File: config.mk
export PLATFORM = sky130hd
export DESIGN_NAME = axi4lite_regfile_flat
export DESIGN_NICKNAME = d
export VERILOG_FILES = /design/src/rtl/axi4lite_regfile_if.sv /design/src/rtl/axi4lite_regfile.sv /design/src/flat_wrapper.sv
export SDC_FILE = /design/constraint.sdc
export NUM_CORES = 1
export LEC_CHECK = 0
export CORE_AREA = 2 2 136 204
export CTS_BUF_LIST = sky130_fd_sc_hd__clkbuf_16
export CTS_CLUSTER_DIAMETER = 40
export DETAILED_ROUTE_END_ITERATION = 10
export DIE_AREA = 0 0 138 206
export PLACE_DENSITY_LB_ADDON = 0.3
export SYNTH_ARGS = -nofsm -noshare
export SYNTH_HDL_FRONTEND = slang
export SYNTH_SLANG_ARGS = --single-unit
File: constraint.sdc
create_clock -name S_AXI_ACLK -period 2.1 [get_ports S_AXI_ACLK]
set_clock_uncertainty 0.1 [all_clocks]
set_input_delay 0.63 -clock S_AXI_ACLK [delete_from_list [all_inputs] [get_ports S_AXI_ACLK]]
set_output_delay 0.63 -clock S_AXI_ACLK [all_outputs]
set_load 0.005 [all_outputs]
File: src/rtl/axi4lite_regfile_if.sv
// axi4lite_regfile_if: AXI4-Lite bus bundle (AW, W, B, AR, R channels) with master and slave views.
interface axi4lite_regfile_if #(
    parameter int ADDR_WIDTH = 6,
    parameter int DATA_WIDTH = 32
);
    logic [ADDR_WIDTH-1:0]   S_AXI_AWADDR;
    logic                    S_AXI_AWVALID;
    logic                    S_AXI_AWREADY;
    logic [DATA_WIDTH-1:0]   S_AXI_WDATA;
    logic [DATA_WIDTH/8-1:0] S_AXI_WSTRB;
    logic                    S_AXI_WVALID;
    logic                    S_AXI_WREADY;
    logic [1:0]              S_AXI_BRESP;
    logic                    S_AXI_BVALID;
    logic                    S_AXI_BREADY;
    logic [ADDR_WIDTH-1:0]   S_AXI_ARADDR;
    logic                    S_AXI_ARVALID;
    logic                    S_AXI_ARREADY;
    logic [DATA_WIDTH-1:0]   S_AXI_RDATA;
    logic [1:0]              S_AXI_RRESP;
    logic                    S_AXI_RVALID;
    logic                    S_AXI_RREADY;

    modport slave (
        input  S_AXI_AWADDR, S_AXI_AWVALID, S_AXI_WDATA, S_AXI_WSTRB, S_AXI_WVALID,
        input  S_AXI_BREADY, S_AXI_ARADDR, S_AXI_ARVALID, S_AXI_RREADY,
        output S_AXI_AWREADY, S_AXI_WREADY, S_AXI_BRESP, S_AXI_BVALID,
        output S_AXI_ARREADY, S_AXI_RDATA, S_AXI_RRESP, S_AXI_RVALID
    );

    modport master (
        output S_AXI_AWADDR, S_AXI_AWVALID, S_AXI_WDATA, S_AXI_WSTRB, S_AXI_WVALID,
        output S_AXI_BREADY, S_AXI_ARADDR, S_AXI_ARVALID, S_AXI_RREADY,
        input  S_AXI_AWREADY, S_AXI_WREADY, S_AXI_BRESP, S_AXI_BVALID,
        input  S_AXI_ARREADY, S_AXI_RDATA, S_AXI_RRESP, S_AXI_RVALID
    );
endinterface

File: src/rtl/axi4lite_regfile.sv
// axi4lite_regfile: AXI4-Lite slave with byte-strobed R/W control registers, read-only status
// registers, per-register write pulses and SLVERR for status/out-of-range accesses.
module axi4lite_regfile #(
    parameter int C_S_AXI_ADDR_WIDTH = 6,
    parameter int C_S_AXI_DATA_WIDTH = 32,
    parameter int NUM_CTRL = 4,
    parameter int NUM_STAT = 4
) (
    input  logic                                   S_AXI_ACLK,
    input  logic                                   S_AXI_ARESETN,
    axi4lite_regfile_if.slave                      s_axi,
    output logic [NUM_CTRL*C_S_AXI_DATA_WIDTH-1:0] ctrl_out,
    output logic [NUM_CTRL-1:0]                    ctrl_wr,
    input  logic [NUM_STAT*C_S_AXI_DATA_WIDTH-1:0] stat_in
);
    localparam int IW = C_S_AXI_ADDR_WIDTH - 2;
    localparam int DW = C_S_AXI_DATA_WIDTH;
    localparam logic [1:0] OKAY = 2'b00;
    localparam logic [1:0] SLVERR = 2'b10;

    typedef enum logic {W_IDLE, W_RESP} w_state_e;
    typedef enum logic {R_IDLE, R_RESP} r_state_e;

    w_state_e w_state_q, w_state_d;
    r_state_e r_state_q, r_state_d;
    logic awready_q, awready_d, wready_q, wready_d;
    logic aw_got_q, aw_got_d, w_got_q, w_got_d;
    logic [IW-1:0] awidx_q, awidx_d;
    logic [DW-1:0] wdata_q, wdata_d;
    logic [DW/8-1:0] wstrb_q, wstrb_d;
    logic bvalid_q, bvalid_d;
    logic [1:0] bresp_q, bresp_d;
    logic [NUM_CTRL-1:0] ctrl_wr_q, ctrl_wr_d;
    logic [DW-1:0] ctrl_q [NUM_CTRL];
    logic [DW-1:0] ctrl_d [NUM_CTRL];
    logic arready_q, arready_d, rvalid_q, rvalid_d;
    logic [DW-1:0] rdata_q, rdata_d;
    logic [1:0] rresp_q, rresp_d;

    logic aw_hs, w_hs, ar_hs, aw_have, w_have;
    logic [IW-1:0] widx, ridx;
    logic [DW-1:0] wdat;
    logic [DW/8-1:0] wstb;
    logic unused_addr_lsbs;

    assign aw_hs = s_axi.S_AXI_AWVALID & awready_q;
    assign w_hs = s_axi.S_AXI_WVALID & wready_q;
    assign ar_hs = s_axi.S_AXI_ARVALID & arready_q;
    assign aw_have = aw_got_q | aw_hs;
    assign w_have = w_got_q | w_hs;
    // A beat arriving this cycle takes precedence over the held one (they never coexist).
    assign widx = aw_hs ? s_axi.S_AXI_AWADDR[C_S_AXI_ADDR_WIDTH-1:2] : awidx_q;
    assign wdat = w_hs ? s_axi.S_AXI_WDATA : wdata_q;
    assign wstb = w_hs ? s_axi.S_AXI_WSTRB : wstrb_q;
    assign ridx = s_axi.S_AXI_ARADDR[C_S_AXI_ADDR_WIDTH-1:2];
    assign unused_addr_lsbs = ^{s_axi.S_AXI_AWADDR[1:0], s_axi.S_AXI_ARADDR[1:0]};

    always_comb begin
        w_state_d = w_state_q;
        awready_d = awready_q;
        wready_d = wready_q;
        aw_got_d = aw_got_q;
        w_got_d = w_got_q;
        awidx_d = awidx_q;
        wdata_d = wdata_q;
        wstrb_d = wstrb_q;
        bvalid_d = bvalid_q;
        bresp_d = bresp_q;
        ctrl_wr_d = '0;
        ctrl_d = ctrl_q;
        if (w_state_q == W_IDLE) begin
            aw_got_d = aw_have;
            w_got_d = w_have;
            awidx_d = widx;
            wdata_d = wdat;
            wstrb_d = wstb;
            awready_d = !aw_have;
            wready_d = !w_have;
            if (aw_have && w_have) begin
                w_state_d = W_RESP;
                aw_got_d = 1'b0;
                w_got_d = 1'b0;
                awready_d = 1'b0;
                wready_d = 1'b0;
                bvalid_d = 1'b1;
                bresp_d = SLVERR;
                for (int i = 0; i < NUM_CTRL; i++)
                    if (32'(widx) == i) begin
                        bresp_d = OKAY;
                        ctrl_wr_d[i] = 1'b1;
                        for (int b = 0; b < DW/8; b++)
                            if (wstb[b]) ctrl_d[i][8*b +: 8] = wdat[8*b +: 8];
                    end
            end
        end else if (s_axi.S_AXI_BREADY) begin
            w_state_d = W_IDLE;
            bvalid_d = 1'b0;
            awready_d = 1'b1;
            wready_d = 1'b1;
        end
    end

    always_comb begin
        r_state_d = r_state_q;
        arready_d = arready_q;
        rvalid_d = rvalid_q;
        rdata_d = rdata_q;
        rresp_d = rresp_q;
        if (r_state_q == R_IDLE) begin
            arready_d = 1'b1;
            if (ar_hs) begin
                r_state_d = R_RESP;
                arready_d = 1'b0;
                rvalid_d = 1'b1;
                rdata_d = '0;
                rresp_d = SLVERR;
                for (int i = 0; i < NUM_CTRL; i++)
                    if (32'(ridx) == i) begin
                        rdata_d = ctrl_q[i];
                        rresp_d = OKAY;
                    end
                for (int s = 0; s < NUM_STAT; s++)
                    if (32'(ridx) == NUM_CTRL + s) begin
                        rdata_d = stat_in[s*DW +: DW];
                        rresp_d = OKAY;
                    end
            end
        end else if (s_axi.S_AXI_RREADY) begin
            r_state_d = R_IDLE;
            rvalid_d = 1'b0;
            arready_d = 1'b1;
        end
    end

    always_ff @(posedge S_AXI_ACLK or negedge S_AXI_ARESETN) begin
        if (!S_AXI_ARESETN) begin
            w_state_q <= W_IDLE;
            r_state_q <= R_IDLE;
            awready_q <= 1'b0;
            wready_q <= 1'b0;
            aw_got_q <= 1'b0;
            w_got_q <= 1'b0;
            awidx_q <= '0;
            wdata_q <= '0;
            wstrb_q <= '0;
            bvalid_q <= 1'b0;
            bresp_q <= '0;
            ctrl_wr_q <= '0;
            ctrl_q <= '{default: '0};
            arready_q <= 1'b0;
            rvalid_q <= 1'b0;
            rdata_q <= '0;
            rresp_q <= '0;
        end else begin
            w_state_q <= w_state_d;
            r_state_q <= r_state_d;
            awready_q <= awready_d;
            wready_q <= wready_d;
            aw_got_q <= aw_got_d;
            w_got_q <= w_got_d;
            awidx_q <= awidx_d;
            wdata_q <= wdata_d;
            wstrb_q <= wstrb_d;
            bvalid_q <= bvalid_d;
            bresp_q <= bresp_d;
            ctrl_wr_q <= ctrl_wr_d;
            ctrl_q <= ctrl_d;
            arready_q <= arready_d;
            rvalid_q <= rvalid_d;
            rdata_q <= rdata_d;
            rresp_q <= rresp_d;
        end
    end

    for (genvar g = 0; g < NUM_CTRL; g++) begin : g_pack
        assign ctrl_out[g*DW +: DW] = ctrl_q[g];
    end

    assign ctrl_wr = ctrl_wr_q;
    assign s_axi.S_AXI_AWREADY = awready_q;
    assign s_axi.S_AXI_WREADY = wready_q;
    assign s_axi.S_AXI_BVALID = bvalid_q;
    assign s_axi.S_AXI_BRESP = bresp_q;
    assign s_axi.S_AXI_ARREADY = arready_q;
    assign s_axi.S_AXI_RVALID = rvalid_q;
    assign s_axi.S_AXI_RDATA = rdata_q;
    assign s_axi.S_AXI_RRESP = rresp_q;
endmodule

File: src/flat_wrapper.sv
// flat-port wrapper written by rule: the top's interface ports become plain ports
module axi4lite_regfile_flat 
#(
    parameter int C_S_AXI_ADDR_WIDTH = 6,
    parameter int C_S_AXI_DATA_WIDTH = 32,
    parameter int NUM_CTRL = 4,
    parameter int NUM_STAT = 4
)
  (S_AXI_ACLK, S_AXI_ARESETN, ctrl_out, ctrl_wr, stat_in, s_axi_S_AXI_AWADDR, s_axi_S_AXI_AWVALID, s_axi_S_AXI_WDATA, s_axi_S_AXI_WSTRB, s_axi_S_AXI_WVALID, s_axi_S_AXI_BREADY, s_axi_S_AXI_ARADDR, s_axi_S_AXI_ARVALID, s_axi_S_AXI_RREADY, s_axi_S_AXI_AWREADY, s_axi_S_AXI_WREADY, s_axi_S_AXI_BRESP, s_axi_S_AXI_BVALID, s_axi_S_AXI_ARREADY, s_axi_S_AXI_RDATA, s_axi_S_AXI_RRESP, s_axi_S_AXI_RVALID);
  axi4lite_regfile_if #(.ADDR_WIDTH(6), .DATA_WIDTH(32)) s_axi_i ();
  input  logic S_AXI_ACLK;
  input  logic S_AXI_ARESETN;
  output logic [NUM_CTRL*C_S_AXI_DATA_WIDTH-1:0] ctrl_out;
  output logic [NUM_CTRL-1:0] ctrl_wr;
  input  logic [NUM_STAT*C_S_AXI_DATA_WIDTH-1:0] stat_in;
  input wire logic [$bits(s_axi_i.S_AXI_AWADDR)-1:0] s_axi_S_AXI_AWADDR;
  input wire logic [$bits(s_axi_i.S_AXI_AWVALID)-1:0] s_axi_S_AXI_AWVALID;
  input wire logic [$bits(s_axi_i.S_AXI_WDATA)-1:0] s_axi_S_AXI_WDATA;
  input wire logic [$bits(s_axi_i.S_AXI_WSTRB)-1:0] s_axi_S_AXI_WSTRB;
  input wire logic [$bits(s_axi_i.S_AXI_WVALID)-1:0] s_axi_S_AXI_WVALID;
  input wire logic [$bits(s_axi_i.S_AXI_BREADY)-1:0] s_axi_S_AXI_BREADY;
  input wire logic [$bits(s_axi_i.S_AXI_ARADDR)-1:0] s_axi_S_AXI_ARADDR;
  input wire logic [$bits(s_axi_i.S_AXI_ARVALID)-1:0] s_axi_S_AXI_ARVALID;
  input wire logic [$bits(s_axi_i.S_AXI_RREADY)-1:0] s_axi_S_AXI_RREADY;
  output wire logic [$bits(s_axi_i.S_AXI_AWREADY)-1:0] s_axi_S_AXI_AWREADY;
  output wire logic [$bits(s_axi_i.S_AXI_WREADY)-1:0] s_axi_S_AXI_WREADY;
  output wire logic [$bits(s_axi_i.S_AXI_BRESP)-1:0] s_axi_S_AXI_BRESP;
  output wire logic [$bits(s_axi_i.S_AXI_BVALID)-1:0] s_axi_S_AXI_BVALID;
  output wire logic [$bits(s_axi_i.S_AXI_ARREADY)-1:0] s_axi_S_AXI_ARREADY;
  output wire logic [$bits(s_axi_i.S_AXI_RDATA)-1:0] s_axi_S_AXI_RDATA;
  output wire logic [$bits(s_axi_i.S_AXI_RRESP)-1:0] s_axi_S_AXI_RRESP;
  output wire logic [$bits(s_axi_i.S_AXI_RVALID)-1:0] s_axi_S_AXI_RVALID;
  assign s_axi_i.S_AXI_AWADDR = s_axi_S_AXI_AWADDR;
  assign s_axi_i.S_AXI_AWVALID = s_axi_S_AXI_AWVALID;
  assign s_axi_i.S_AXI_WDATA = s_axi_S_AXI_WDATA;
  assign s_axi_i.S_AXI_WSTRB = s_axi_S_AXI_WSTRB;
  assign s_axi_i.S_AXI_WVALID = s_axi_S_AXI_WVALID;
  assign s_axi_i.S_AXI_BREADY = s_axi_S_AXI_BREADY;
  assign s_axi_i.S_AXI_ARADDR = s_axi_S_AXI_ARADDR;
  assign s_axi_i.S_AXI_ARVALID = s_axi_S_AXI_ARVALID;
  assign s_axi_i.S_AXI_RREADY = s_axi_S_AXI_RREADY;
  assign s_axi_S_AXI_AWREADY = s_axi_i.S_AXI_AWREADY;
  assign s_axi_S_AXI_WREADY = s_axi_i.S_AXI_WREADY;
  assign s_axi_S_AXI_BRESP = s_axi_i.S_AXI_BRESP;
  assign s_axi_S_AXI_BVALID = s_axi_i.S_AXI_BVALID;
  assign s_axi_S_AXI_ARREADY = s_axi_i.S_AXI_ARREADY;
  assign s_axi_S_AXI_RDATA = s_axi_i.S_AXI_RDATA;
  assign s_axi_S_AXI_RRESP = s_axi_i.S_AXI_RRESP;
  assign s_axi_S_AXI_RVALID = s_axi_i.S_AXI_RVALID;
  axi4lite_regfile #(.C_S_AXI_ADDR_WIDTH(C_S_AXI_ADDR_WIDTH), .C_S_AXI_DATA_WIDTH(C_S_AXI_DATA_WIDTH), .NUM_CTRL(NUM_CTRL), .NUM_STAT(NUM_STAT)) u_core (.S_AXI_ACLK(S_AXI_ACLK), .S_AXI_ARESETN(S_AXI_ARESETN), .s_axi(s_axi_i), .ctrl_out(ctrl_out), .ctrl_wr(ctrl_wr), .stat_in(stat_in));
endmodule
==> metrics.yaml <==
first_global_vias: 10700
netlist_area_mm2: 0.0113
clock-sinks: 215
io_buffers: 349
num_rows: 74
die-width_um: 138
clock_latency_ps: 540
yosys_most_used_dff: "dfrtp_1"
critPathCaptureType: "register"
die_height_um: 206
worst_slew_pin_slew_ps: 466
hold_violations: 0
worst_ep_required_time_ps: 2420
min_period_ps: 2150
avgSynthCellArea_um2: 11.8
drt_first_pass_iters: 5
drv_cap: 0
grt_pass1_wl_um: 62800
vias_per_cell: 5.60
io_pins: 356
reg2reg_slack_ps: -50
finalSetupViolCount: 67
ys_seq_elements: 215
arrival_ps: 2470
start_util_pct: 42.1
wl_um: 41800
final_common_cell: "dfrtp_1"
final_nets: 1651
finalWorstSetupSlack_ps: -51.1
outcome: "finished, violations left"
crit_path_start_kind: "register"
cts_tree: "done"
grt_util_all_layers_pct: 28.2
yosys_warnings: 0
synth_edf_count: 0
synthToLayoutAreaGrowth_pct: 59.3
p_leak_nw: 8.73
clk_path_buf_depth: 3
drv_slew: 0
async_reset_ff_share_pct: 100
core-area_mm2: 0.0269
crit_path_max_fanout: 8
hold_ws_ps: 378
place.gp.congestion: 0.923
final_layout_size_suffix_gt1_share_pct: 36.3
numCtsBuffers: 28
h-tree-depth: 1
clk_pin_slew_ps: 60
wire_per_inst_um: 22.8
postLayoutCellArea_mm2: 0.0180
root_buffer: "clkbuf_16"
grt_util_met2_pct: 50.0
grt_overflow_total: 0
ir_drop_mv: 0.779
final_cell_mix: "dfrtp_1, dlygate4sd2_1, clkdlybuf4s50_1"
die_area_mm2: 0.0284
period_share_pct: 102
rsz0062_at_grt: "true"
syn_inst: 961
post_dp_cell_area_mm2: 0.0165
route.detailed.drc: 0
seq_area_frac_synth_pct: 47.6
p_per_area_mw_per_mm2: 1160
drt_iter0_markers: 467
num_vias: 10300
use_met3_pct: 5.12
finalPower_mw: 20.9
gr-usage-met1_pct: 32.8
antenna_found_initial: 3
grt_max_degree: 46
max_clock_freq_ghz: 0.465
worstSetupPathType: "reg2reg"
dp_slack_ps: -820
antenna_left: 0
failed_checks: "negative setup slack"
relSlewSlack_pct: 68.2
holdCritPathClass: "reg2reg"
ys_types: 50
grt.busiest_layer: "met2"
place.detailed.hpwl_um: 30400
-- final timing paths --
kind                                             startpoint                           to  cells after the start
worst max-delay path             u_core.s_axi.S_AXI_AWREADY          u_core.ctrl_out[99]                      5
worst min-delay path            u_core.s_axi.S_AXI_RRESP[1]  u_core.s_axi.S_AXI_RRESP[1]                      2
worst max register to register   u_core.s_axi.S_AXI_AWREADY          u_core.ctrl_out[99]                      5
worst min register to register  u_core.s_axi.S_AXI_RRESP[1]  u_core.s_axi.S_AXI_RRESP[1]                      2
max in group asynchronous                     S_AXI_ARESETN         u_core.ctrl_out[113]                      3
min in group asynchronous                     S_AXI_ARESETN  u_core.s_axi.S_AXI_BRESP[1]                      2
-- what timing repair did --
item | 4_1_cts | 5_1_grt
endpoints found under the setup margin | 297 | 131
hold buffers | 1 | 0
gates resized for setup | 206 | 29
hold endpoints to repair | 34 | 0
pin swaps | 4 | 8
buffers inserted | 63 | 2
cloned | 1 | 0
-- logic make-up after synthesis --
logic type / synth area share, %
compound gates: 14.3
buf+inv: 3.21
flops: 47.6
mux: 23.8
other cells: 0.0332
simple gates: 11.1
-- worst max-delay path, cell delays in order (launching register included) --
cell	delay (ps)
dfrtp_1	400
a211o_1	330
a211o_4	380
or3b_1	390
buf_6	160
mux2_2	270
-- Yosys cell counts (5+ instances only) --
| cell type | instances | area [um^2] |
|---|---|---|
| a211oi_1 | 29 | 218 |
| a21oi_1 | 37 | 185 |
| a221oi_1 | 26 | 228 |
| a31oi_1 | 5 | 31.3 |
| and4b_1 | 6 | 60.1 |
| buf_1 | 11 | 41.3 |
| buf_2 | 10 | 50.1 |
| clkbuf_1 | 51 | 191 |
| dfrtp_1 | 215 | 5380 |
| inv_1 | 9 | 33.8 |
| mux2_2 | 218 | 2450 |
| mux2_4 | 8 | 120 |
| mux2i_1 | 7 | 70.1 |
| nand2_1 | 53 | 199 |
| nand2b_1 | 6 | 37.5 |
| nor2_1 | 15 | 56.3 |
| nor2b_1 | 32 | 200 |
| nor3_4 | 6 | 97.6 |
| nor4bb_1 | 27 | 270 |
| o21a_1 | 26 | 195 |
| o21ai_0 | 33 | 165 |
| o22a_1 | 28 | 245 |
| o22ai_1 | 29 | 181 |
| or2_2 | 26 | 163 |
-- power breakdown --
part / total, mW / switching (mW) / internal (mW)
logic: 8.81 / 3.66 / 5.15
clock network: 5.10 / 1.95 / 3.15
registers: 7.01 / 1.20 / 5.81
total: 20.9 / 6.81 / 14.1
-- metrics by stage --
stage / util [%] / cells / setup TNS [ps]
2_1_floorplan: - / 962 / -27200
3_3_place_gp: 61.6 / 1719 / -103650
3_5_place_dp: 61.6 / 1719 / -109770
4_1_cts: 66.9 / 1834 / -7500
5_1_grt: 67.1 / 1833 / -6770
6_report: 67.1 / 1833 / -1200
-- sequential cells by signal, summed over array words and instances (netlist names), 4 cells and up --
signal,flops
u_core.ctrl_out,128
u_core.s_axi.S_AXI_RDATA,32
u_core.wdata_q,32
u_core.awidx_q,4
u_core.ctrl_wr,4
u_core.wstrb_q,4
-- per-layer routing --
layer	up-vias	share of wire (%)
li1	4637	-
met1	5074	38
met2	432	50
met3	113	5.7
met4	0	5.4
met5	-	0
-- final cells by class --
class	instances	area, um^2
diodes	3	7.51
clock buffers	29	726
clock inverters	21	273
fillers	2083	8840
inverters	9	33.8
multi-input cells	663	5950
flip-flops and latches	215	5390
well taps	342	428
repair buffers	551	5210
(Power assumes the default switching activity.)
